<file path="src/rtl/alu_issue_stage_pkg.sv">
// Shared definitions for the ALU issue stage.
// Contents:
//   - ALU function codes driven to the ALU
//   - MIPS opcode and R-type funct constants used by the decoder
//   - the issue-control state encoding
//   - the operand bundle carried from decode into the EX-side registers
//   - immediate extension helpers
package alu_issue_stage_pkg;

   // ALU function codes
   localparam logic [5:0] FUN_ADD = 6'b000000;
   localparam logic [5:0] FUN_SUB = 6'b000001;
   localparam logic [5:0] FUN_AND = 6'b011000;
   localparam logic [5:0] FUN_OR  = 6'b011110;
   localparam logic [5:0] FUN_XOR = 6'b010110;
   localparam logic [5:0] FUN_NOR = 6'b010001;
   localparam logic [5:0] FUN_STA = 6'b011010;
   localparam logic [5:0] FUN_SLL = 6'b100000;
   localparam logic [5:0] FUN_SRL = 6'b100001;
   localparam logic [5:0] FUN_SRA = 6'b100011;
   localparam logic [5:0] FUN_EQ  = 6'b110011;
   localparam logic [5:0] FUN_NEQ = 6'b110001;
   localparam logic [5:0] FUN_LT  = 6'b110101;
   localparam logic [5:0] FUN_LEZ = 6'b111101;
   localparam logic [5:0] FUN_GEZ = 6'b111001;
   localparam logic [5:0] FUN_GTZ = 6'b111111;

   // Opcodes
   localparam logic [5:0] OP_RTYPE  = 6'h00;
   localparam logic [5:0] OP_REGIMM = 6'h01;
   localparam logic [5:0] OP_BEQ    = 6'h04;
   localparam logic [5:0] OP_BNE    = 6'h05;
   localparam logic [5:0] OP_BLEZ   = 6'h06;
   localparam logic [5:0] OP_BGTZ   = 6'h07;
   localparam logic [5:0] OP_ADDI   = 6'h08;
   localparam logic [5:0] OP_ADDIU  = 6'h09;
   localparam logic [5:0] OP_SLTI   = 6'h0A;
   localparam logic [5:0] OP_SLTIU  = 6'h0B;
   localparam logic [5:0] OP_ANDI   = 6'h0C;
   localparam logic [5:0] OP_ORI    = 6'h0D;
   localparam logic [5:0] OP_XORI   = 6'h0E;
   localparam logic [5:0] OP_LUI    = 6'h0F;
   localparam logic [5:0] OP_LW     = 6'h23;
   localparam logic [5:0] OP_SW     = 6'h2B;

   // R-type funct field values
   localparam logic [5:0] FN_SLL  = 6'h00;
   localparam logic [5:0] FN_SRL  = 6'h02;
   localparam logic [5:0] FN_SRA  = 6'h03;
   localparam logic [5:0] FN_JR   = 6'h08;
   localparam logic [5:0] FN_ADD  = 6'h20;
   localparam logic [5:0] FN_ADDU = 6'h21;
   localparam logic [5:0] FN_SUB  = 6'h22;
   localparam logic [5:0] FN_SUBU = 6'h23;
   localparam logic [5:0] FN_AND  = 6'h24;
   localparam logic [5:0] FN_OR   = 6'h25;
   localparam logic [5:0] FN_XOR  = 6'h26;
   localparam logic [5:0] FN_NOR  = 6'h27;
   localparam logic [5:0] FN_SLT  = 6'h2A;
   localparam logic [5:0] FN_SLTU = 6'h2B;

   // Issue control: output register empty / output held / output and skid held
   typedef enum logic [1:0] {
      ST_EMPTY = 2'd0,
      ST_FULL  = 2'd1,
      ST_SKID  = 2'd2
   } issueState_t;

   // Everything the ALU and writeback need for one instruction
   typedef struct packed {
      logic [31:0] a;
      logic [31:0] b;
      logic [5:0]  aluFun;
      logic        sign;
      logic [4:0]  rd;
      logic        regWrite;
      logic        illegal;
   } aluBundle_t;

   function automatic logic [31:0] signExt16(input logic [15:0] imm);
      return {{16{imm[15]}}, imm};
   endfunction

   function automatic logic [31:0] zeroExt16(input logic [15:0] imm);
      return {16'h0000, imm};
   endfunction

endpackage

</file>
<file path="src/rtl/alu_issue_stage_decode.sv">
// Combinational MIPS decoder for the ALU issue stage.
// Ports:
//   inst    in  32  instruction word
//   rsData  in  32  GPR[rs]
//   rtData  in  32  GPR[rt]
//   bundle  out     operands, ALU function, sign select, destination, write enable, illegal flag
// Parameter TRAP_ILL: 1 flags unknown encodings as illegal, 0 issues them silently as a NOP.
module alu_issue_stage_decode
   import alu_issue_stage_pkg::*;
#(
   parameter bit TRAP_ILL = 1'b1
) (
   input  logic [31:0] inst,
   input  logic [31:0] rsData,
   input  logic [31:0] rtData,
   output aluBundle_t  bundle
);

   logic [5:0]  opcode;
   logic [4:0]  rtField;
   logic [4:0]  rdField;
   logic [4:0]  shamt;
   logic [5:0]  funct;
   logic [15:0] imm;
   logic        unusedRsField;

   assign opcode  = inst[31:26];
   assign rtField = inst[20:16];
   assign rdField = inst[15:11];
   assign shamt   = inst[10:6];
   assign funct   = inst[5:0];
   assign imm     = inst[15:0];

   // The rs register number is resolved by the register file; only its data arrives here.
   assign unusedRsField = ^inst[25:21];

   // Decode into a bundle. Anything not recognised collapses to ADD 0+0 with no write,
   // and a zero destination always suppresses the write.
   always_comb begin
      logic known;
      known           = 1'b1;
      bundle          = '0;
      bundle.a        = rsData;
      bundle.b        = rtData;
      bundle.aluFun   = FUN_ADD;
      bundle.rd       = rtField;
      bundle.regWrite = 1'b1;

      case (opcode)
         OP_RTYPE: begin
            bundle.rd = rdField;
            case (funct)
               FN_ADD:  begin bundle.aluFun = FUN_ADD; bundle.sign = 1'b1; end
               FN_ADDU: bundle.aluFun = FUN_ADD;
               FN_SUB:  begin bundle.aluFun = FUN_SUB; bundle.sign = 1'b1; end
               FN_SUBU: bundle.aluFun = FUN_SUB;
               FN_AND:  bundle.aluFun = FUN_AND;
               FN_OR:   bundle.aluFun = FUN_OR;
               FN_XOR:  bundle.aluFun = FUN_XOR;
               FN_NOR:  bundle.aluFun = FUN_NOR;
               FN_SLT:  begin bundle.aluFun = FUN_LT; bundle.sign = 1'b1; end
               FN_SLTU: bundle.aluFun = FUN_LT;
               FN_SLL:  begin bundle.aluFun = FUN_SLL; bundle.a = {27'b0, shamt}; end
               FN_SRL:  begin bundle.aluFun = FUN_SRL; bundle.a = {27'b0, shamt}; end
               FN_SRA:  begin bundle.aluFun = FUN_SRA; bundle.a = {27'b0, shamt}; end
               FN_JR:   begin bundle.aluFun = FUN_STA; bundle.regWrite = 1'b0; end
               default: known = 1'b0;
            endcase
         end
         OP_REGIMM: begin
            bundle.b        = '0;
            bundle.sign     = 1'b1;
            bundle.regWrite = 1'b0;
            case (rtField)
               5'd0:    bundle.aluFun = FUN_LT;
               5'd1:    bundle.aluFun = FUN_GEZ;
               default: known = 1'b0;
            endcase
         end
         OP_BEQ:  begin bundle.aluFun = FUN_EQ;  bundle.regWrite = 1'b0; end
         OP_BNE:  begin bundle.aluFun = FUN_NEQ; bundle.regWrite = 1'b0; end
         OP_BLEZ: begin
            bundle.aluFun = FUN_LEZ; bundle.b = '0; bundle.sign = 1'b1; bundle.regWrite = 1'b0;
         end
         OP_BGTZ: begin
            bundle.aluFun = FUN_GTZ; bundle.b = '0; bundle.sign = 1'b1; bundle.regWrite = 1'b0;
         end
         OP_ADDI:  begin bundle.b = signExt16(imm); bundle.sign = 1'b1; end
         OP_ADDIU: bundle.b = signExt16(imm);
         OP_SLTI:  begin bundle.aluFun = FUN_LT; bundle.b = signExt16(imm); bundle.sign = 1'b1; end
         OP_SLTIU: begin bundle.aluFun = FUN_LT; bundle.b = signExt16(imm); end
         OP_ANDI:  begin bundle.aluFun = FUN_AND; bundle.b = zeroExt16(imm); end
         OP_ORI:   begin bundle.aluFun = FUN_OR;  bundle.b = zeroExt16(imm); end
         OP_XORI:  begin bundle.aluFun = FUN_XOR; bundle.b = zeroExt16(imm); end
         // lui is a left shift of the zero-extended immediate by 16
         OP_LUI:   begin bundle.aluFun = FUN_SLL; bundle.a = 32'd16; bundle.b = zeroExt16(imm); end
         OP_LW:    begin bundle.b = signExt16(imm); bundle.sign = 1'b1; end
         OP_SW:    begin bundle.b = signExt16(imm); bundle.sign = 1'b1; bundle.regWrite = 1'b0; end
         default:  known = 1'b0;
      endcase

      if (!known) begin
         bundle         = '0;
         bundle.aluFun  = FUN_ADD;
         bundle.illegal = TRAP_ILL;
      end

      if (bundle.rd == 5'd0) begin
         bundle.regWrite = 1'b0;
      end
   end

endmodule

</file>
<file path="src/rtl/alu_issue_stage.sv">
// ALU issue stage: decodes an instruction, registers the ALU operand bundle into EX,
// with a 2-entry (output + skid) buffer so oInstReady can be a register.
// Ports:
//   iClk, iRst                 clock, synchronous active-high reset
//   iInstValid/oInstReady      upstream handshake; iInst, iRsData, iRtData payload
//   iFlush                     discard all held bundles and this cycle's input
//   oExValid/iExReady          downstream handshake
//   oA, oB, oALUFun, oSign     ALU operands and function
//   oRd, oRegWrite, oIllegal   writeback destination, enable, undecodable flag
//   oStallCnt                  saturating count of cycles with oExValid & !iExReady
module alu_issue_stage
   import alu_issue_stage_pkg::*;
#(
   parameter int CNT_W    = 16,
   parameter bit TRAP_ILL = 1'b1
) (
   input  logic             iClk,
   input  logic             iRst,
   input  logic             iInstValid,
   output logic             oInstReady,
   input  logic [31:0]      iInst,
   input  logic [31:0]      iRsData,
   input  logic [31:0]      iRtData,
   input  logic             iFlush,
   output logic             oExValid,
   input  logic             iExReady,
   output logic [31:0]      oA,
   output logic [31:0]      oB,
   output logic [5:0]       oALUFun,
   output logic             oSign,
   output logic [4:0]       oRd,
   output logic             oRegWrite,
   output logic             oIllegal,
   output logic [CNT_W-1:0] oStallCnt
);

   issueState_t      state;
   aluBundle_t       decoded;
   aluBundle_t       outReg;
   aluBundle_t       skidReg;
   logic             readyReg;
   logic [CNT_W-1:0] stallCnt;
   logic             accept;
   logic             transfer;

   alu_issue_stage_decode #(
      .TRAP_ILL(TRAP_ILL)
   ) decodeUnit (
      .inst   (iInst),
      .rsData (iRsData),
      .rtData (iRtData),
      .bundle (decoded)
   );

   assign accept   = iInstValid & readyReg;
   assign transfer = (state != ST_EMPTY) & iExReady;

   // Issue control. The ready flag is registered alongside the state so it always
   // equals (state != SKID) outside reset; while reset is held it stays low.
   // A flush empties both entries and drops whatever is offered in that cycle.
   always_ff @(posedge iClk) begin
      if (iRst) begin
         state    <= ST_EMPTY;
         readyReg <= 1'b0;
         outReg   <= '0;
         skidReg  <= '0;
      end else if (iFlush) begin
         state    <= ST_EMPTY;
         readyReg <= 1'b1;
         skidReg  <= '0;
      end else begin
         case (state)
            ST_EMPTY: begin
               if (accept) begin
                  outReg <= decoded;
                  state  <= ST_FULL;
               end
               readyReg <= 1'b1;
            end
            ST_FULL: begin
               if (accept && transfer) begin
                  outReg   <= decoded;
                  readyReg <= 1'b1;
               end else if (accept) begin
                  skidReg  <= decoded;
                  state    <= ST_SKID;
                  readyReg <= 1'b0;
               end else if (transfer) begin
                  state    <= ST_EMPTY;
                  readyReg <= 1'b1;
               end
            end
            ST_SKID: begin
               if (transfer) begin
                  outReg   <= skidReg;
                  state    <= ST_FULL;
                  readyReg <= 1'b1;
               end
            end
            default: begin
               state    <= ST_EMPTY;
               readyReg <= 1'b1;
            end
         endcase
      end
   end

   // Stall counter survives flushes and sticks at all-ones.
   always_ff @(posedge iClk) begin
      if (iRst) begin
         stallCnt <= '0;
      end else if ((state != ST_EMPTY) && !iExReady && (stallCnt != {CNT_W{1'b1}})) begin
         stallCnt <= stallCnt + 1'b1;
      end
   end

   assign oInstReady = readyReg;
   assign oExValid   = (state != ST_EMPTY);
   assign oA         = outReg.a;
   assign oB         = outReg.b;
   assign oALUFun    = outReg.aluFun;
   assign oSign      = outReg.sign;
   assign oRd        = outReg.rd;
   assign oRegWrite  = outReg.regWrite;
   assign oIllegal   = outReg.illegal;
   assign oStallCnt  = stallCnt;

endmodule

</file>
<file path="config.mk">
export PLATFORM = sky130hd
export DESIGN_NAME = alu_issue_stage
export DESIGN_NICKNAME = d
export VERILOG_FILES = /design/src/rtl/alu_issue_stage_pkg.sv /design/src/rtl/alu_issue_stage_decode.sv /design/src/rtl/alu_issue_stage.sv
export SDC_FILE = /design/constraint.sdc
export NUM_CORES = 1
export LEC_CHECK = 0
export BUFFER_PORTS_ARGS = -buffer_cell sky130_fd_sc_hd__buf_2
export CELL_PAD_IN_SITES_DETAIL_PLACEMENT = 0
export CELL_PAD_IN_SITES_GLOBAL_PLACEMENT = 2
export CORE_MARGIN = 2
export CORE_UTILIZATION = 32
export CTS_BUF_LIST = sky130_fd_sc_hd__clkbuf_2
export DETAILED_ROUTE_END_ITERATION = 8
export PLACE_DENSITY_LB_ADDON = 0.1
export RECOVER_POWER = 100
export SYNTH_ARGS = -nofsm -noshare
export SYNTH_HDL_FRONTEND = slang
export SYNTH_SLANG_ARGS = --single-unit
</file>
<file path="constraint.sdc">
create_clock -name iClk -period 2.62 [get_ports iClk]
set_input_delay 0.262 -clock iClk [delete_from_list [all_inputs] [get_ports iClk]]
set_output_delay 0.262 -clock iClk [all_outputs]
set_load 0.05 [all_outputs]
</file>
Word level (Yosys, flattened, before mapping)
Index checks and enable logic that the tools add are counted.
- add/subtract/negate cells: 1
- $mul: 0
- bitwise gates (word level): 4
- divide/modulo/power cells: 0
- magnitude comparators: 0
- reductions and logical operators: 28
- equal/unequal tests: 37
- mux-type cells: 31
- shift-type cells: 0
- operator list (kind ; count):
    $mux W78 ; 4
    $pmux W78 S3 ; 1
    $pmux W32 S3 ; 1
    $eq A6 B6 Y1 const B ; 12
    $pmux W6 S11 ; 1
    $pmux W32 S2 ; 1
    $pmux W6 S10 ; 1
    $eq A6 B4 Y1 const B ; 9
    $mux W32 ; 1
    $reduce_or A14 Y1 ; 2
    $eq A6 B3 Y1 const B ; 4
    $add A16 B1 Y16 const B ; 1
    $ne A16 B16 Y1 const B ; 1
    $eq A6 B2 Y1 const B ; 2
    $logic_not A6 Y1 ; 2
    $pmux W6 S2 ; 1
    $reduce_or A6 Y1 ; 2
    $logic_not A5 Y1 ; 2
    $mux W2 ; 5
    $reduce_or A2 Y1 ; 5
    $mux W1 ; 9
    $reduce_or A3 Y1 ; 3
    $ne A2 B2 Y1 const B ; 4
    $reduce_or A7 Y1 ; 1
    other kinds (20) ; 26
- bits in latches: 0
- flip-flop bits (word level): 175
- output and inout port bits: 96
- memories kept: 0
- memory bits (read-only): 0
- input bits: 101
- bits in writable memories: 0
- logic and storage cells: 118

Logic depth before layout (Yosys ltp)
- word-level depth: 9
- gate-level depth with buffers: 11
- gate-level depth less buffers: 8

Cells and area by module
From an unflattened synthesis, not the netlist that was laid out.
- cells, all modules: 1099
- area, all modules: 9083.7 um^2
- by module, submodules not included (module ; times used ; cells each ; area an instance (um^2)):
    alu_issue_stage ; 1 ; 822 ; 7268.2
    alu_issue_stage_decode ; 1 ; 277 ; 1815.5

Least setup slack after synthesis
No wires, ideal clock.
- kind: register -> register
- from: register state[0]
- to: register outReg (netlist bit oB[11])
- data required time: 2.528 ns
- arrival time: 2.274 ns
- setup slack: 0.254 ns
- path buffers: 3
- library setup time: 0.092 ns
- stages on the path, launching flop included: 11
- cells stage by stage: dfxtp_1 inv_1 ha_1 clkbuf_1 nand3b_1 a211oi_1 o21a_1 clkbuf_1 clkbuf_1 nor2_1 o32ai_1
- word-level cells in the longest chain between the ends: 5
- elaborated cells between the ends (all ways): 12
- those cells by class: eq/ne: 5; mux: 1; bitwise: 1; reduce/logical: 5
- RTL lines (item ; RTL line ; RTL):
    start: declaration ; alu_issue_stage.sv:37 ; issueState_t state;
    start signal: assignment ; alu_issue_stage.sv:63 ; state <= ST_EMPTY;
    start signal: assignment ; alu_issue_stage.sv:68 ; state <= ST_EMPTY;
    start signal: assignment ; alu_issue_stage.sv:76 ; state <= ST_FULL;
    $reduce_bool A2 Y1 ; alu_issue_stage.sv:56 ; assign transfer = (state != ST_EMPTY) & iExReady;
    $and A1 B1 Y1 ; alu_issue_stage.sv:56 ;
    $logic_and A1 B1 Y1 ; alu_issue_stage.sv:81 ; if (accept && transfer) begin
    $ne A2 B2 Y1 (no source line) ; n/a ;
    $reduce_and A5 Y1 (no source line) ; n/a ;
    end signal: assignment ; alu_issue_stage.sv:75 ; outReg <= decoded;
    end signal: assignment ; alu_issue_stage.sv:82 ; outReg <= decoded;
    end signal: assignment ; alu_issue_stage.sv:95 ; outReg <= skidReg;
    end: declaration ; alu_issue_stage.sv:39 ; aluBundle_t outReg;
Several ways; a longest one is shown, not always the timed one.
A chain may end at the register's enable or synchronous reset.

Final worst setup path
- from: input iInst[28]
- to: register skidReg[5] in the netlist's numbering
- word-level cells in the longest chain between the ends: 4
- elaborated cells between the ends (all ways): 20
- those cells by class: eq/ne: 15; mux: 3; reduce/logical: 2
- RTL lines (item ; RTL line ; RTL):
    start: declaration ; alu_issue_stage.sv:21 ; input logic [31:0] iInst,
    $eq A6 B4 Y1 (tied with other cells) ; alu_issue_stage_decode.sv:49 ; case (opcode)
    $reduce_or A14 Y1 (no source line) ; n/a ;
    $pmux W1 S3 ; alu_issue_stage_decode.sv:49 ;
    $mux W78 * ; alu_issue_stage_decode.sv:102 ; if (!known) begin
    end signal: assignment ; alu_issue_stage.sv:85 ; skidReg <= decoded;
    end: declaration ; alu_issue_stage.sv:40 ; aluBundle_t skidReg;
Every way passes the cells marked *; elsewhere a longest branch is shown, timed or not.

==> results.json <==
{
  "via_count": 8441,
  "ys_top_cells_by_area": "dfxtp_1 (43%), a21oi_1 (6.4%), nor2_1 (5.9%), o21ai_0 (4.8%), nand2_1 (4.7%)",
  "clk_pin_slew_ps": 270,
  "first_iter_violations": 609,
  "fin_crit_ps": 2550,
  "overflow": 0,
  "routed_wl_um": 28600,
  "yosysSeqAreaShare": 0.430,
  "p_switching_mw": 2.07,
  "crit_type": "in2reg",
  "cp_cell_sequence": "clkbuf_1 -> or4_1 -> clkbuf_1 -> nor2_1 -> mux2i_1 -> dlygate4sd3_1 -> nor2_1 -> a22oi_1 -> nor2_1",
  "clk_path_buf_depth": 2,
  "ant_nets": 0,
  "leakage_nw": 4.06,
  "worstMarginPinSlew_ps": 917,
  "dp_slack_ps": -193,
  "grt_pass1_vias": 8120,
  "cts-root-buf": "clkbuf_2",
  "post-route-drc-count": 0,
  "cap_violations": 0,
  "place_hpwl_um": 18400,
  "die_w_um": 164,
  "fp-row-count": 58,
  "syn2layout_area_growth_pct": 32.8,
  "io_buffers": 191,
  "rsz0062_at_grt": "no",
  "reg2reg_slack_ps": 250,
  "clk_latency_ps": 780,
  "critPathMaxStageDelay_ps": 690,
  "clockPowerShare": 0.294,
  "drive_above_1_share": 0.159,
  "synth_edf_count": 0,
  "slowest_stage": "nor2_1",
  "critPathBufInv": 3,
  "critPathArrivalTime_ps": 3220,
  "synth_cell_types": 64,
  "setup_violations": 0,
  "fin_nets": 1386,
  "syn_avg_cell_area_um2": 8.10,
  "post-cts-setup-buffers": 0,
  "yosysMostFrequentCell": "dfxtp_1",
  "finalCoreUtilization": 0.431,
  "crit_top_cell": "nor2_1",
  "die-area_um2": 26700,
  "n_fill_cell": 2691,
  "status": "completed",
  "slew_headroom": 0.386,
  "place.gp.congestion": 0.825,
  "skew_ps": 56.4,
  "hold_path.class": "in2reg",
  "start_kind": "input pin",
  "grt_max_degree": 74,
  "cp.required_ps": 3280,
  "yosys.area.top_type": "dfxtp_1",
  "hold_viol_final": 0,
  "setup-tns-final_ps": 0,
  "clock.fmax_mhz": 391,
  "synth-main-ff-cell": "dfxtp_1",
  "track_usage": 0.213,
  "drv_slew": 0,
  "path_max_fanout": 6,
  "power.share.switching": 0.357,
  "cts_tree": "built",
  "max-vdd-ir-drop_mv": 0.293,
  "setup_ws_ps": 65.1,
  "antenna_found_initial": 1,
  "powerDensity_nw_per_um2": 535,
  "synth_nets": 1112,
  "ys_seq_elements": 175,
  "die_h_um": 164,
  "fin_crit_sh": 0.975,
  "synth_cells": 1005,
  "start_util": 0.324,
  "regArea_um2": 3500,
  "critPathTopFamily": "simple AND/OR/NAND/NOR gates",
  "core_area_um2": 25100,
  "yosys_warnings": 0,
  "comb_power_share": 0.218,
  "p_seq_frac": 0.489,
  "io_pins": 197,
  "grt_pass1_wl_um": 44700,
  "htree_levels": 4,
  "viasPerCell": 5.19,
  "yosysTopAreaCellShare": 0.430,
  "drtPass1Iterations": 4,
  "synthTopCellsByCount": "dfxtp_1 (175), nor2_1 (129), a21oi_1 (104)",
  "intPower_mw": 3.72,
  "synth_area_um2": 8150,
  "crit_path_end_kind": "flop",
  "multiInputGateArea_um2": 4290,
  "cts_made_buffers": 17,
  "postSynth.asyncResetShare": 0,
  "clock-sinks": 175,
  "drt-wirelength-per-cell_um": 17.6
}
## final timing paths
kind                                 from                      end  cells past startpoint
setup / recovery                iInst[28]  skidReg[5]$_SDFFE_PP0P_                      9
setup reg to reg    state[0]$_SDFFE_PP0P_      oB[16]$_SDFFE_PP0P_                      9
hold / removal                  iInst[17]  skidReg[3]$_SDFFE_PP0P_                      6
hold reg to reg   oALUFun[3]$_SDFFE_PP0P_  oALUFun[3]$_SDFFE_PP0P_                      2
## power groups by stage
stage                     clock (mW)  sequential, mW  combinational (mW)
after floorplan                    0            3.18               0.460
after global placement             0            2.87                1.18
after detailed placement           0            2.87                1.17
after CTS                       1.78            2.83                1.29
after global routing            1.89            2.84                1.36
final                           1.70            2.83                1.26
## per-layer routing
metal,global-route usage,part of all wire,up-vias
li1,-,-,4186
met5,0,0,-
met4,0.0610,0.015,0
met3,0.0335,0.034,29
met2,0.356,0.47,163
met1,0.285,0.48,4063
## sequential cells by signal, summed over array words and instances, names as in the netlist
register    count
skidReg        78
oA             32
oALUFun         6
state           2
oInstReady      1
oB             32
oIllegal        1
oRegWrite       1
oStallCnt      16
oSign           1
oRd             5
## stage by stage
step                      power, mW  std cells  instance area (um^2)  hold WS (ps)
after detailed placement       4.04       1497                  9720           444
final                          5.79       1625                 10800          72.2
after CTS                      5.90       1621                 10900          1.03
after global placement         4.05       1497                  9720           441
after global routing           6.09       1624                 10800          46.5
after floorplan                3.64       1005                  8150           395
## cell families (layout without fill, tap and decap cells)
logic type | after synthesis | in the layout | synth area share
multiplexers | 7 | 7 | 0.00876
adder cells (fa/ha/maj) | 6 | 6 | 0.00922
AO/OA/AOI/OAI | 343 | 343 | 0.280
other | 0 | 3 | 0
XOR/XNOR | 19 | 19 | 0.0204
flip-flops | 175 | 175 | 0.430
AND/OR/NAND/NOR | 356 | 357 | 0.201
buffers and inverters | 99 | 385 | 0.0504
## cell usage in the layout (no fill, tap or decap), drive strengths merged, types with 5 or more instances in the layout
| master | netlist | final |
|---|---|---|
| clkbuf | 72 | 119 |
| a21o | 16 | 16 |
| or4 | 5 | 5 |
| dfxtp | 175 | 175 |
| nand4 | 7 | 7 |
| o21ai | 82 | 82 |
| a22o | 43 | 43 |
| a22oi | 5 | 5 |
| nor3 | 6 | 7 |
| nand2 | 103 | 103 |
| nor2b | 5 | 5 |
| nor2 | 130 | 130 |
| clkinv | 0 | 5 |
| o31ai | 5 | 5 |
| a221oi | 18 | 18 |
| ha | 6 | 6 |
| and3 | 8 | 8 |
| dlygate4sd3 | 0 | 92 |
| inv | 12 | 20 |
| buf | 15 | 147 |
| nand2b | 18 | 18 |
| o32ai | 24 | 24 |
| a211oi | 10 | 10 |
| a21oi | 104 | 104 |
| or3 | 10 | 10 |
| nand3 | 50 | 50 |
| a32oi | 5 | 5 |
| xor2 | 15 | 15 |
| mux2i | 6 | 6 |
| or2 | 6 | 6 |
## worst min-delay path, delay by kind of cell
family          cells  cell delay, ps
simple gates        2             190
compound gates      1              70
buf+inv             2             180
mux                 1             100
## final cells by class
class | count | share of cell area
Clock inverter | 15 | 0.0200
Timing Repair Buffer | 341 | 0.209
Sequential cell | 175 | 0.324
Clock buffer | 17 | 0.00786
Tap cell | 330 | 0.0382
Antenna cell | 3 | 0.000694
Inverter | 12 | 0.00416
Multi-Input combinational cell | 732 | 0.396
## what timing repair did
| item | in CTS | in global routing |
|---|---|---|
| endpoints found under the setup margin | 0 | 34 |
| hold buffers | 92 | 0 |
| hold endpoints to repair | 148 | 0 |
| gates resized for setup | 0 | 2 |
Power figures use the tool's default switching activity.
